$ cat src/rtl/fec_link_pkg.sv
// Shared definitions for the FEC serial link: receiver state encoding,
// line-level constants and default widths.
package fec_link_pkg;

  // Receiver FSM states; PARITY is only visited when the
  // SERIAL_FRAME_RECEIVER_PARITY_EN build option is defined.
  typedef enum logic [2:0] {
    IDLE   = 3'd0,
    START  = 3'd1,
    DATA   = 3'd2,
    PARITY = 3'd3,
    STOP   = 3'd4
  } rx_state_e;

  localparam logic STOP_BIT  = 1'b1;
  localparam logic START_BIT = 1'b0;

  localparam int DEFAULT_DIV_WIDTH  = 8;
  localparam int DEFAULT_DATA_WIDTH = 8;

endpackage : fec_link_pkg

$ cat src/rtl/sync_2ff.sv
// Two-flop synchronizer for asynchronous level inputs. The reset value is a
// parameter so that idle-high lines do not produce a false edge after reset.
module sync_2ff #(
  parameter int                WIDTH     = 1,
  parameter logic [WIDTH-1:0]  RESET_VAL = {WIDTH{1'b1}}
) (
  input  logic             clk,
  input  logic             rst_n,
  input  logic [WIDTH-1:0] d,
  output logic [WIDTH-1:0] q
);

  logic [WIDTH-1:0] meta_r;
  logic [WIDTH-1:0] sync_r;

  // Two-stage capture of the asynchronous input into the clk domain.
  always_ff @(posedge clk or negedge rst_n) begin
    if (!rst_n) begin
      meta_r <= RESET_VAL;
      sync_r <= RESET_VAL;
    end else begin
      meta_r <= d;
      sync_r <= meta_r;
    end
  end

  assign q = sync_r;

endmodule : sync_2ff

$ cat src/rtl/serial_frame_receiver.sv
// Receive-side deserializer for the FEC serial link. Detects a start bit on
// the synchronized rx line, samples each bit at mid-period using the trained
// divisor, assembles an LSB-first word and checks the stop bit.
// Build option: SERIAL_FRAME_RECEIVER_PARITY_EN adds an even-parity bit
// between the data and stop bits and a parity_err output.
module serial_frame_receiver
  import fec_link_pkg::*;
#(
  parameter int DATA_WIDTH = DEFAULT_DATA_WIDTH,
  parameter int DIV_WIDTH  = DEFAULT_DIV_WIDTH
) (
  input  logic                  clk,
  input  logic                  rst_n,
  input  logic [DIV_WIDTH-1:0]  clk_div,
  input  logic                  enable,
  input  logic                  rx,
  output logic [DATA_WIDTH-1:0] data_out,
  output logic                  data_valid,
  output logic                  frame_err,
  output logic                  busy
`ifdef SERIAL_FRAME_RECEIVER_PARITY_EN
  ,
  output logic                  parity_err
`endif
);

  localparam int BIT_CNT_W = $clog2(DATA_WIDTH) + 1;

  localparam logic [BIT_CNT_W-1:0] BIT_ZERO = {BIT_CNT_W{1'b0}};
  localparam logic [BIT_CNT_W-1:0] BIT_ONE  = {{(BIT_CNT_W-1){1'b0}}, 1'b1};
  localparam logic [BIT_CNT_W-1:0] BIT_LAST = BIT_CNT_W'(DATA_WIDTH - 1);
  localparam logic [DIV_WIDTH-1:0] CNT_ZERO = {DIV_WIDTH{1'b0}};
  localparam logic [DIV_WIDTH-1:0] CNT_ONE  = {{(DIV_WIDTH-1){1'b0}}, 1'b1};

`ifdef SERIAL_FRAME_RECEIVER_PARITY_EN
  localparam rx_state_e AFTER_DATA = PARITY;

  // Even parity holds when the data bits plus the parity bit have an even
  // number of ones.
  function automatic logic parity_ok(input logic [DATA_WIDTH-1:0] word,
                                     input logic                  par_bit);
    return ~(^word ^ par_bit);
  endfunction
`else
  localparam rx_state_e AFTER_DATA = STOP;
`endif

  // Input conditioning
  logic rx_sync_s;
  logic rx_prev_r;
  logic start_edge_s;

  sync_2ff #(
    .WIDTH     (1),
    .RESET_VAL (1'b1)
  ) u_rx_sync (
    .clk   (clk),
    .rst_n (rst_n),
    .d     (rx),
    .q     (rx_sync_s)
  );

  // Extra delay of the synchronized line for falling-edge detection.
  always_ff @(posedge clk or negedge rst_n) begin
    if (!rst_n) begin
      rx_prev_r <= 1'b1;
    end else begin
      rx_prev_r <= rx_sync_s;
    end
  end

  assign start_edge_s = rx_prev_r & ~rx_sync_s;

  // State and datapath registers
  rx_state_e             state_r,    state_n;
  logic [DIV_WIDTH-1:0]  clk_cnt_r,  clk_cnt_n;
  logic [BIT_CNT_W-1:0]  bit_cnt_r,  bit_cnt_n;
  logic [DIV_WIDTH-1:0]  div_r,      div_n;
  logic [DATA_WIDTH-1:0] shift_r,    shift_n;
  logic [DATA_WIDTH-1:0] data_out_r, data_out_n;
  logic                  valid_r,    valid_n;
  logic                  ferr_r,     ferr_n;
  logic                  busy_r;
  logic [DIV_WIDTH-1:0]  div_half_s;
  logic                  parity_good_s;

`ifdef SERIAL_FRAME_RECEIVER_PARITY_EN
  logic                  parity_r,   parity_n;
  logic                  perr_r,     perr_n;

  assign parity_good_s = parity_ok(shift_r, parity_r);
`else
  assign parity_good_s = 1'b1;
`endif

  assign div_half_s = div_r >> 1;

  // Next-state, counter and output-pulse logic for the frame FSM.
  always_comb begin
    state_n    = state_r;
    clk_cnt_n  = clk_cnt_r;
    bit_cnt_n  = bit_cnt_r;
    div_n      = div_r;
    shift_n    = shift_r;
    data_out_n = data_out_r;
    valid_n    = 1'b0;
    ferr_n     = 1'b0;
`ifdef SERIAL_FRAME_RECEIVER_PARITY_EN
    parity_n   = parity_r;
    perr_n     = 1'b0;
`endif

    if ((state_r != IDLE) && !enable) begin
      // Link dropped out of training: abandon the frame silently.
      state_n   = IDLE;
      clk_cnt_n = CNT_ZERO;
      bit_cnt_n = BIT_ZERO;
    end else begin
      case (state_r)
        IDLE: begin
          if (start_edge_s && enable && (clk_div != CNT_ZERO)) begin
            state_n   = START;
            clk_cnt_n = CNT_ZERO;
            bit_cnt_n = BIT_ZERO;
            div_n     = clk_div;
          end else begin
            state_n   = IDLE;
          end
        end

        START: begin
          if (clk_cnt_r == div_half_s) begin
            clk_cnt_n = CNT_ZERO;
            if (rx_sync_s == START_BIT) begin
              state_n = DATA;
            end else begin
              // Line went back high before mid start bit: glitch.
              state_n = IDLE;
            end
          end else begin
            clk_cnt_n = clk_cnt_r + CNT_ONE;
          end
        end

        DATA: begin
          if (clk_cnt_r == div_r) begin
            shift_n   = {rx_sync_s, shift_r[DATA_WIDTH-1:1]};
            clk_cnt_n = CNT_ZERO;
            bit_cnt_n = bit_cnt_r + BIT_ONE;
            if (bit_cnt_r == BIT_LAST) begin
              state_n = AFTER_DATA;
            end else begin
              state_n = DATA;
            end
          end else begin
            clk_cnt_n = clk_cnt_r + CNT_ONE;
          end
        end

`ifdef SERIAL_FRAME_RECEIVER_PARITY_EN
        PARITY: begin
          if (clk_cnt_r == div_r) begin
            parity_n  = rx_sync_s;
            clk_cnt_n = CNT_ZERO;
            state_n   = STOP;
          end else begin
            clk_cnt_n = clk_cnt_r + CNT_ONE;
          end
        end
`endif

        STOP: begin
          if (clk_cnt_r == div_r) begin
            state_n    = IDLE;
            clk_cnt_n  = CNT_ZERO;
            bit_cnt_n  = BIT_ZERO;
            data_out_n = shift_r;
            valid_n    = (rx_sync_s == STOP_BIT) && parity_good_s;
            ferr_n     = (rx_sync_s != STOP_BIT);
`ifdef SERIAL_FRAME_RECEIVER_PARITY_EN
            perr_n     = ~parity_good_s;
`endif
          end else begin
            clk_cnt_n  = clk_cnt_r + CNT_ONE;
          end
        end

        default: begin
          state_n   = IDLE;
          clk_cnt_n = CNT_ZERO;
          bit_cnt_n = BIT_ZERO;
        end
      endcase
    end
  end

  // State, datapath and registered-output update.
  always_ff @(posedge clk or negedge rst_n) begin
    if (!rst_n) begin
      state_r    <= IDLE;
      clk_cnt_r  <= CNT_ZERO;
      bit_cnt_r  <= BIT_ZERO;
      div_r      <= CNT_ZERO;
      shift_r    <= {DATA_WIDTH{1'b0}};
      data_out_r <= {DATA_WIDTH{1'b0}};
      valid_r    <= 1'b0;
      ferr_r     <= 1'b0;
      busy_r     <= 1'b0;
    end else begin
      state_r    <= state_n;
      clk_cnt_r  <= clk_cnt_n;
      bit_cnt_r  <= bit_cnt_n;
      div_r      <= div_n;
      shift_r    <= shift_n;
      data_out_r <= data_out_n;
      valid_r    <= valid_n;
      ferr_r     <= ferr_n;
      busy_r     <= (state_n != IDLE);
    end
  end

`ifdef SERIAL_FRAME_RECEIVER_PARITY_EN
  // Received parity bit and parity-error pulse register.
  always_ff @(posedge clk or negedge rst_n) begin
    if (!rst_n) begin
      parity_r <= 1'b0;
      perr_r   <= 1'b0;
    end else begin
      parity_r <= parity_n;
      perr_r   <= perr_n;
    end
  end

  assign parity_err = perr_r;
`endif

  assign data_out   = data_out_r;
  assign data_valid = valid_r;
  assign frame_err  = ferr_r;
  assign busy       = busy_r;

endmodule : serial_frame_receiver
$ cat config.mk
export PLATFORM = sky130hd
export DESIGN_NAME = serial_frame_receiver
export DESIGN_NICKNAME = d
export VERILOG_FILES = /design/src/rtl/fec_link_pkg.sv /design/src/rtl/sync_2ff.sv /design/src/rtl/serial_frame_receiver.sv
export SDC_FILE = /design/constraint.sdc
export NUM_CORES = 1
export LEC_CHECK = 0
export ABC_CLOCK_PERIOD_IN_PS = 2000
export BUFFER_PORTS_ARGS = -buffer_cell sky130_fd_sc_hd__buf_2
export CELL_PAD_IN_SITES_DETAIL_PLACEMENT = 1
export CELL_PAD_IN_SITES_GLOBAL_PLACEMENT = 1
export CORE_ASPECT_RATIO = 0.75
export CORE_MARGIN = 5
export CORE_UTILIZATION = 43
export CTS_CLUSTER_DIAMETER = 120
export DETAILED_ROUTE_END_ITERATION = 12
export GPL_TIMING_DRIVEN = 0
export HOLD_SLACK_MARGIN = 0.08
export PLACE_DENSITY = 0.78
export RECOVER_POWER = 50
export SLEW_MARGIN = 20
export SYNTH_ARGS = -nofsm -noshare
export SYNTH_HDL_FRONTEND = slang
export SYNTH_HIERARCHICAL = 1
export SYNTH_SLANG_ARGS = --single-unit
$ cat constraint.sdc
create_clock -name clk -period 2 [get_ports clk]
set_clock_uncertainty 0.05 [all_clocks]
set_input_delay 0.4 -clock clk [delete_from_list [all_inputs] [get_ports clk]]
set_output_delay 0.4 -clock clk [all_outputs]
set_load 0.02 [all_outputs]
Word-level counts from Yosys, hierarchy flattened. Index checks and enable logic that the tools add are counted.

Add/sub/neg operators: 2. Reductions and logical operators: 13. Eq/ne operators: 10. Bitwise gates (word level): 3. Multiplexer cells: 24.

Operator list (number): two-way mux 8 bit (4); case mux 8 bit (3 select lines) (1); two-way mux 4 bit (4); case mux 4 bit (4 select lines) (1); two-way mux 3 bit (5); case mux 3 bit (4 select lines) (1); inequality test 3 bit, second input constant (3); AND reduction 3 bit (3); adder 8 x 1 -> 8 bit, second input constant (1); == test 8 x 7 -> 1 bit (1); == test 8 bit (1); nonzero test 8 bit (1); two-way mux 1 bit (7); nonzero test 3 bit (2); adder 4 x 1 -> 4 bit, second input constant (1); == test 4 x 3 -> 1 bit, second input constant (1); AND reduction 4 bit (1); == test 3 x 1 -> 1 bit, second input constant (1); == test 3 x 2 -> 1 bit, second input constant (1); == test 3 bit, second input constant (1); logical AND 1 bit (3); zero test 3 bit (1); two-way mux 2 bit (1); inequality test 2 bit, second input constant (1); 4 further kinds (5).

Bits of input ports: 12. Output and inout port bits: 11. Logic and storage cells: 64. Bits in registers: 45.

Longest topological paths before layout.
Word-level depth: 8. Gate-level depth with buffers: 7. Depth with buffers taken out: 6.

Hierarchy. Netlist, hierarchy kept.

By module, submodules not included: serial_frame_receiver (cells an instance 188, instances 1, area an instance 2273.4 µm²); sync_2ff (cells an instance 2, instances 1, area an instance 52.6 µm²).

Least setup slack after synthesis. OpenSTA, ideal clock, no wires.

Path kind: input port to flip-flop. Start point: input clk_div[5]. End point: register bit_cnt_r[3]. Cell stages on the path: 6. Arrival: 1.702 ns. Setup time: 0.135 ns. Data required time: 1.815 ns. Path buffers: 1. Setup slack: 0.113 ns. Cell sequence: or4_4 o2111ai_2 and2_1 buf_6 a311o_4 o32ai_2.

Cells in the longest elaborated chain, start to end: 4.

Ends and longest elaborated chain: from (decl) (line serial_frame_receiver.sv:14) `input logic [DIV_WIDTH-1:0] clk_div,`; nonzero test 8 bit (line serial_frame_receiver.sv:121) `if (start_edge_s && enable && (clk_div != CNT_ZERO)) begin`; logical AND 1 bit (line serial_frame_receiver.sv:121); inequality test 3 bit (no source line); AND reduction 4 bit (no source line); to (signal assigned) (line serial_frame_receiver.sv:212) `bit_cnt_r <= bit_cnt_n;`; to (decl) (line serial_frame_receiver.sv:77) `logic [BIT_CNT_W-1:0] bit_cnt_r, bit_cnt_n;`.

Every way passes these cells. A chain may end at the register's enable or synchronous reset.

Final worst setup path.
Start point: register div_r[2]. End point: register clk_cnt_r[7].

Cells in the longest elaborated chain, start to end: 4. Elaborated cells between the ends (all ways): 6. Classes of those cells: 2 x eq/ne; 4 x mux.

Ends and longest elaborated chain: from (decl) (line serial_frame_receiver.sv:78) `logic [DIV_WIDTH-1:0] div_r, div_n;`; from (signal assigned) (line serial_frame_receiver.sv:213) `div_r <= div_n;`; == test 8 bit or == test 8 x 7 -> 1 bit (tied branches) (line serial_frame_receiver.sv:146, serial_frame_receiver.sv:173, serial_frame_receiver.sv:132); two-way mux 8 bit (on tied branches) (line serial_frame_receiver.sv:146, serial_frame_receiver.sv:173, serial_frame_receiver.sv:132); case mux 8 bit (3 select lines) * (line serial_frame_receiver.sv:119) `case (state_r)`; two-way mux 8 bit * (line serial_frame_receiver.sv:113) `if ((state_r != IDLE) && !enable) begin`; to (signal assigned) (line serial_frame_receiver.sv:211) `clk_cnt_r <= clk_cnt_n;`; to (decl) (line serial_frame_receiver.sv:76) `logic [DIV_WIDTH-1:0] clk_cnt_r, clk_cnt_n;`.

Every way passes the cells marked *; elsewhere a longest branch is shown, timed or not.

==> summary.md <==
| Metric | Value |
|---|---|
| Status | finished with violations |
| Failing checks | setup timing |
| Core Box Area | 5300 um2 |
| Placer Congestion | 0.762 |
| Clk_lat worst skew | 0.31 ns |
| Net count after synthesis | ~200 |
| CP max stage delay | a little under 0.5 ns |
| Total of max-cap violations | 0 |
| Final min period | 2.10 ns |
| Nets | 243 |
| Tot GR Track Use | 16.4% |
| CTS tree | yes |
| Fin crit share | 105% |
| Syn. warnings | 6 |
| DR top layer | met4 |
| CP Cell Sequence | xnor2_4, nand4_1, o211a_4, buf_4, buf_4, o21ai_0, o211ai_1 |
| CTS Buf Count | 5 |
| DR DRC count | 0 |
| Antenna-violating nets left | 0 |
| Die H | between 70 and 80 um |
| Synthesized area | 2330 um2 |
| First-pass GRT wire length | 8.66 mm |
| Final Hold Viols | 0 |
| Die area | 7000 um2 |
| Buffers on Ports | 22 |
| Register bit count reported by yosys | 45 |
| Pwr/cell area | a little under 800 nW/um2 |
| Worst-Margin Slew | around 1.1 ns |
| Seq/Total Area, Yosys | about 50% |
| Peak Freq | 0.476 GHz |
| Vias in the first global route | roughly 1700 |
| DR vias | approximately 1700 |
| Wire per inst | roughly 20 um |
| Met2 Wirelength | 3.01 mm |
| Area Overhead vs Synth | 22.9% |
| Initial Utilization | about 44% |
| DRT Wirelength | approximately 6.2 mm |
| Vias per cell | ~5.5 |
| Post-Place Cell Area | about 2500 um2 |
| Hold WC Path Type | in2reg |
| Reg clk slew, reported paths | 0.09 ns |
| Finished Cell Area | ~2900 um2 |
| Die boundary width | between 90 and 100 um |
| CTS root buf | clkbuf_8 |
| Total gr overflow | 0 |
| Critical path class | reg2reg |
| Wl on met1 | approximately 2.8 mm |
| Slowest CP cell | dfrtp_1 |
| Met3 wire length | 173 um |
| Largest net degree at the start of global routing | 46 |
| Place WS | -0.158 ns |
| Std-Cell Rows | 23 |
| Fin util | 54.0% |
| Setup ws final | -0.102 ns |
| Synth cell types | 46 |
| Worst-path maximum fanout | 4 |
| Mapped Cells | 190 |
| Max-slew violations | 0 |
| I/O pin cnt | 23 |
| Unrepaired setup endpoints after global routing | yes |
| Initial antenna violation count | 0 |
| Filler Cells Inserted | 552 |
| Diode count | 0 |
| Max VDD drop | around 0.67 mV |
| Reg2Reg Depth | 7 |
| DRT iter0 DRCs | 100 |
| Crit. End Element | flip-flop |
| CP arrival | 2.22 ns |
| Hold path cells | 1 |
| Slew margin rel. | a little over a quarter |
| Detail Placement HPWL | 3.55 mm |
| Dpl cells | between 200 and 300 |
| Leak | around 1.4 nW |
| Startpoint types | flip-flop |
| CTS H-Tree Depth | 2 |
| First-pass iteration count of the detailed router | 4 |
| Final setup vio count | 18 |
| Most used cell, CP | buf_4 |
| Share of layout cells above drive strength 1 | a little under half |
| CTS sink cnt | 45 |
| Worst endpoint required time | approximately 2.1 ns |
| Clock Path Buffers | 2 |
| Final non-filler cell total | roughly 310 |
| Mean post-synth cell area | between 10 and 15 um2 |
[power by group]
part           internal (mW)  leakage (nW)  switching, mW
registers              0.980         0.585          0.111
clock network          0.406        0.0574          0.340
logic                  0.221         0.738          0.193
total                   1.61          1.38          0.643
[path summary, 6_finish.rpt]
path	startpoint	end	slack (ns)
min in group asynchronous	rst_n	frame_err	0.80
max	div_r[2]	clk_cnt_r[7]	-0.10
max reg2reg	div_r[2]	clk_cnt_r[7]	-0.10
max in group asynchronous	rst_n	clk_cnt_r[0]	0.36
min reg2reg	u_rx_sync/meta_r	u_rx_sync/q	0.31
min	rx	u_rx_sync/meta_r	0.12
[layer usage]
metal	vias to the layer above	track usage, %
li1	754	-
met1	874	21.9
met2	39	26.6
met3	15	2.97
met4	0	6.24
met5	-	0
[layout by cell type, fill, tap and decap left out, types with 4 or more instances in the layout]
master / n
nor2_1: 8
o211ai_1: 4
xor2_1: 7
buf_4: 10
buf_6: 6
buf_2: 21
mux2_2: 8
xnor2_2: 5
mux2_4: 16
dfrtp_2: 8
clkbuf_8: 6
inv_1: 5
nand2_1: 18
nand3_1: 4
o21ai_0: 9
dfrtp_1: 34
[metrics by stage]
| stage | total power, mW | hold slack (ns) | TNS (ns) |
|---|---|---|---|
| after floorplan | 1.28 | 0.0544 | 0 |
| after global placement | 1.37 | 0.297 | -0.858 |
| after detailed placement | 1.38 | 0.299 | -1.06 |
| after CTS | 2.14 | 0.132 | -0.0980 |
| after global routing | 2.34 | 0.110 | -1.91 |
| final | 2.25 | 0.124 | -0.657 |
[worst max-delay path, delay by kind of cell (launching register included)]
kind	cells	cell delay, ns
AO/OA/AOI/OAI	3	0.72
AND/OR/NAND/NOR	1	0.19
buffers and inverters	2	0.29
XOR/XNOR	1	0.22
flip-flops	1	0.49
[kinds of logic (layout without fill, tap and decap cells)]
logic type,Yosys count,count (layout),share of synthesized area [%]
AO/OA/AOI/OAI,30,30,9.63
XOR/XNOR,15,15,7.26
adder cells (fa/ha/maj),2,2,1.08
buffers and inverters,14,53,4.30
flip-flops,45,45,48.6
multiplexers,25,25,14.6
AND/OR/NAND/NOR,59,60,14.5
[area by class of cell]
cell class | count | area (um2) | share of cell area [%]
clock inverters | 2 | 37.5 | 1.31
inverters | 5 | 18.8 | 0.657
flip-flops and latches | 45 | 1140 | 39.9
plain buffers | 6 | 71.3 | 2.50
clock buffers | 6 | 82.6 | 2.89
well taps | 75 | 93.8 | 3.28
multi-input cells | 132 | 1210 | 42.3
repair buffers | 34 | 206 | 7.22
[what timing repair did]
action	4_1_cts	5_1_grt
gates cloned	1	1
endpoints found under the setup margin	19	26
hold buffers	0	1
setup buffers	1	9
pin swaps	1	9
resized for setup	12	19
hold endpoints to repair	0	11
[flip-flops by register name, indices dropped and copies added (netlist names)]
| name | cells |
|---|---|
| u_rx_sync/meta_r | 1 |
| state_r | 3 |
| data_valid | 1 |
| busy | 1 |
| u_rx_sync/q | 1 |
| rx_prev_r | 1 |
| clk_cnt_r | 8 |
| shift_r | 8 |
| data_out | 8 |
| bit_cnt_r | 4 |
| div_r | 8 |
| frame_err | 1 |
[synth_stat cells, drive strengths merged]
| cell | count | area share (%) |
|---|---|---|
| dfrtp | 42 | 45 |
| mux2 | 24 | 14 |
| nand2 | 19 | 3.1 |
| buf | 9 | 3.5 |
| nor2 | 9 | 1.5 |
| o21ai | 9 | 1.9 |
| xnor2 | 8 | 4.6 |
| xor2 | 7 | 2.6 |
| inv | 5 | 0.81 |
| a21oi | 4 | 0.86 |
| nand3 | 4 | 0.86 |
| o211ai | 4 | 1.3 |
| and4 | 3 | 1.1 |
| dfstp | 3 | 3.4 |
| nand2b | 3 | 1.1 |
| nor2b | 3 | 0.81 |
| nor4 | 3 | 1.5 |
| or2 | 3 | 0.91 |
| a31oi | 2 | 0.54 |
| and2 | 2 | 0.54 |
| ha | 2 | 1.1 |
| nand4 | 2 | 0.54 |
| nor3 | 2 | 0.43 |
| nor3b | 2 | 0.65 |
| o22ai | 2 | 0.54 |
| or3 | 2 | 0.75 |
| or4 | 2 | 0.81 |
| a211o | 1 | 0.38 |
| a211oi | 1 | 0.32 |
| a22o | 1 | 0.38 |
| a311o | 1 | 0.86 |
| mux2i | 1 | 0.43 |
| o2111ai | 1 | 0.65 |
| o211a | 1 | 0.43 |
| o21a | 1 | 0.32 |
| o32a | 1 | 0.43 |
| o32ai | 1 | 0.70 |
Note: power is estimated with default switching activity, not from simulation.
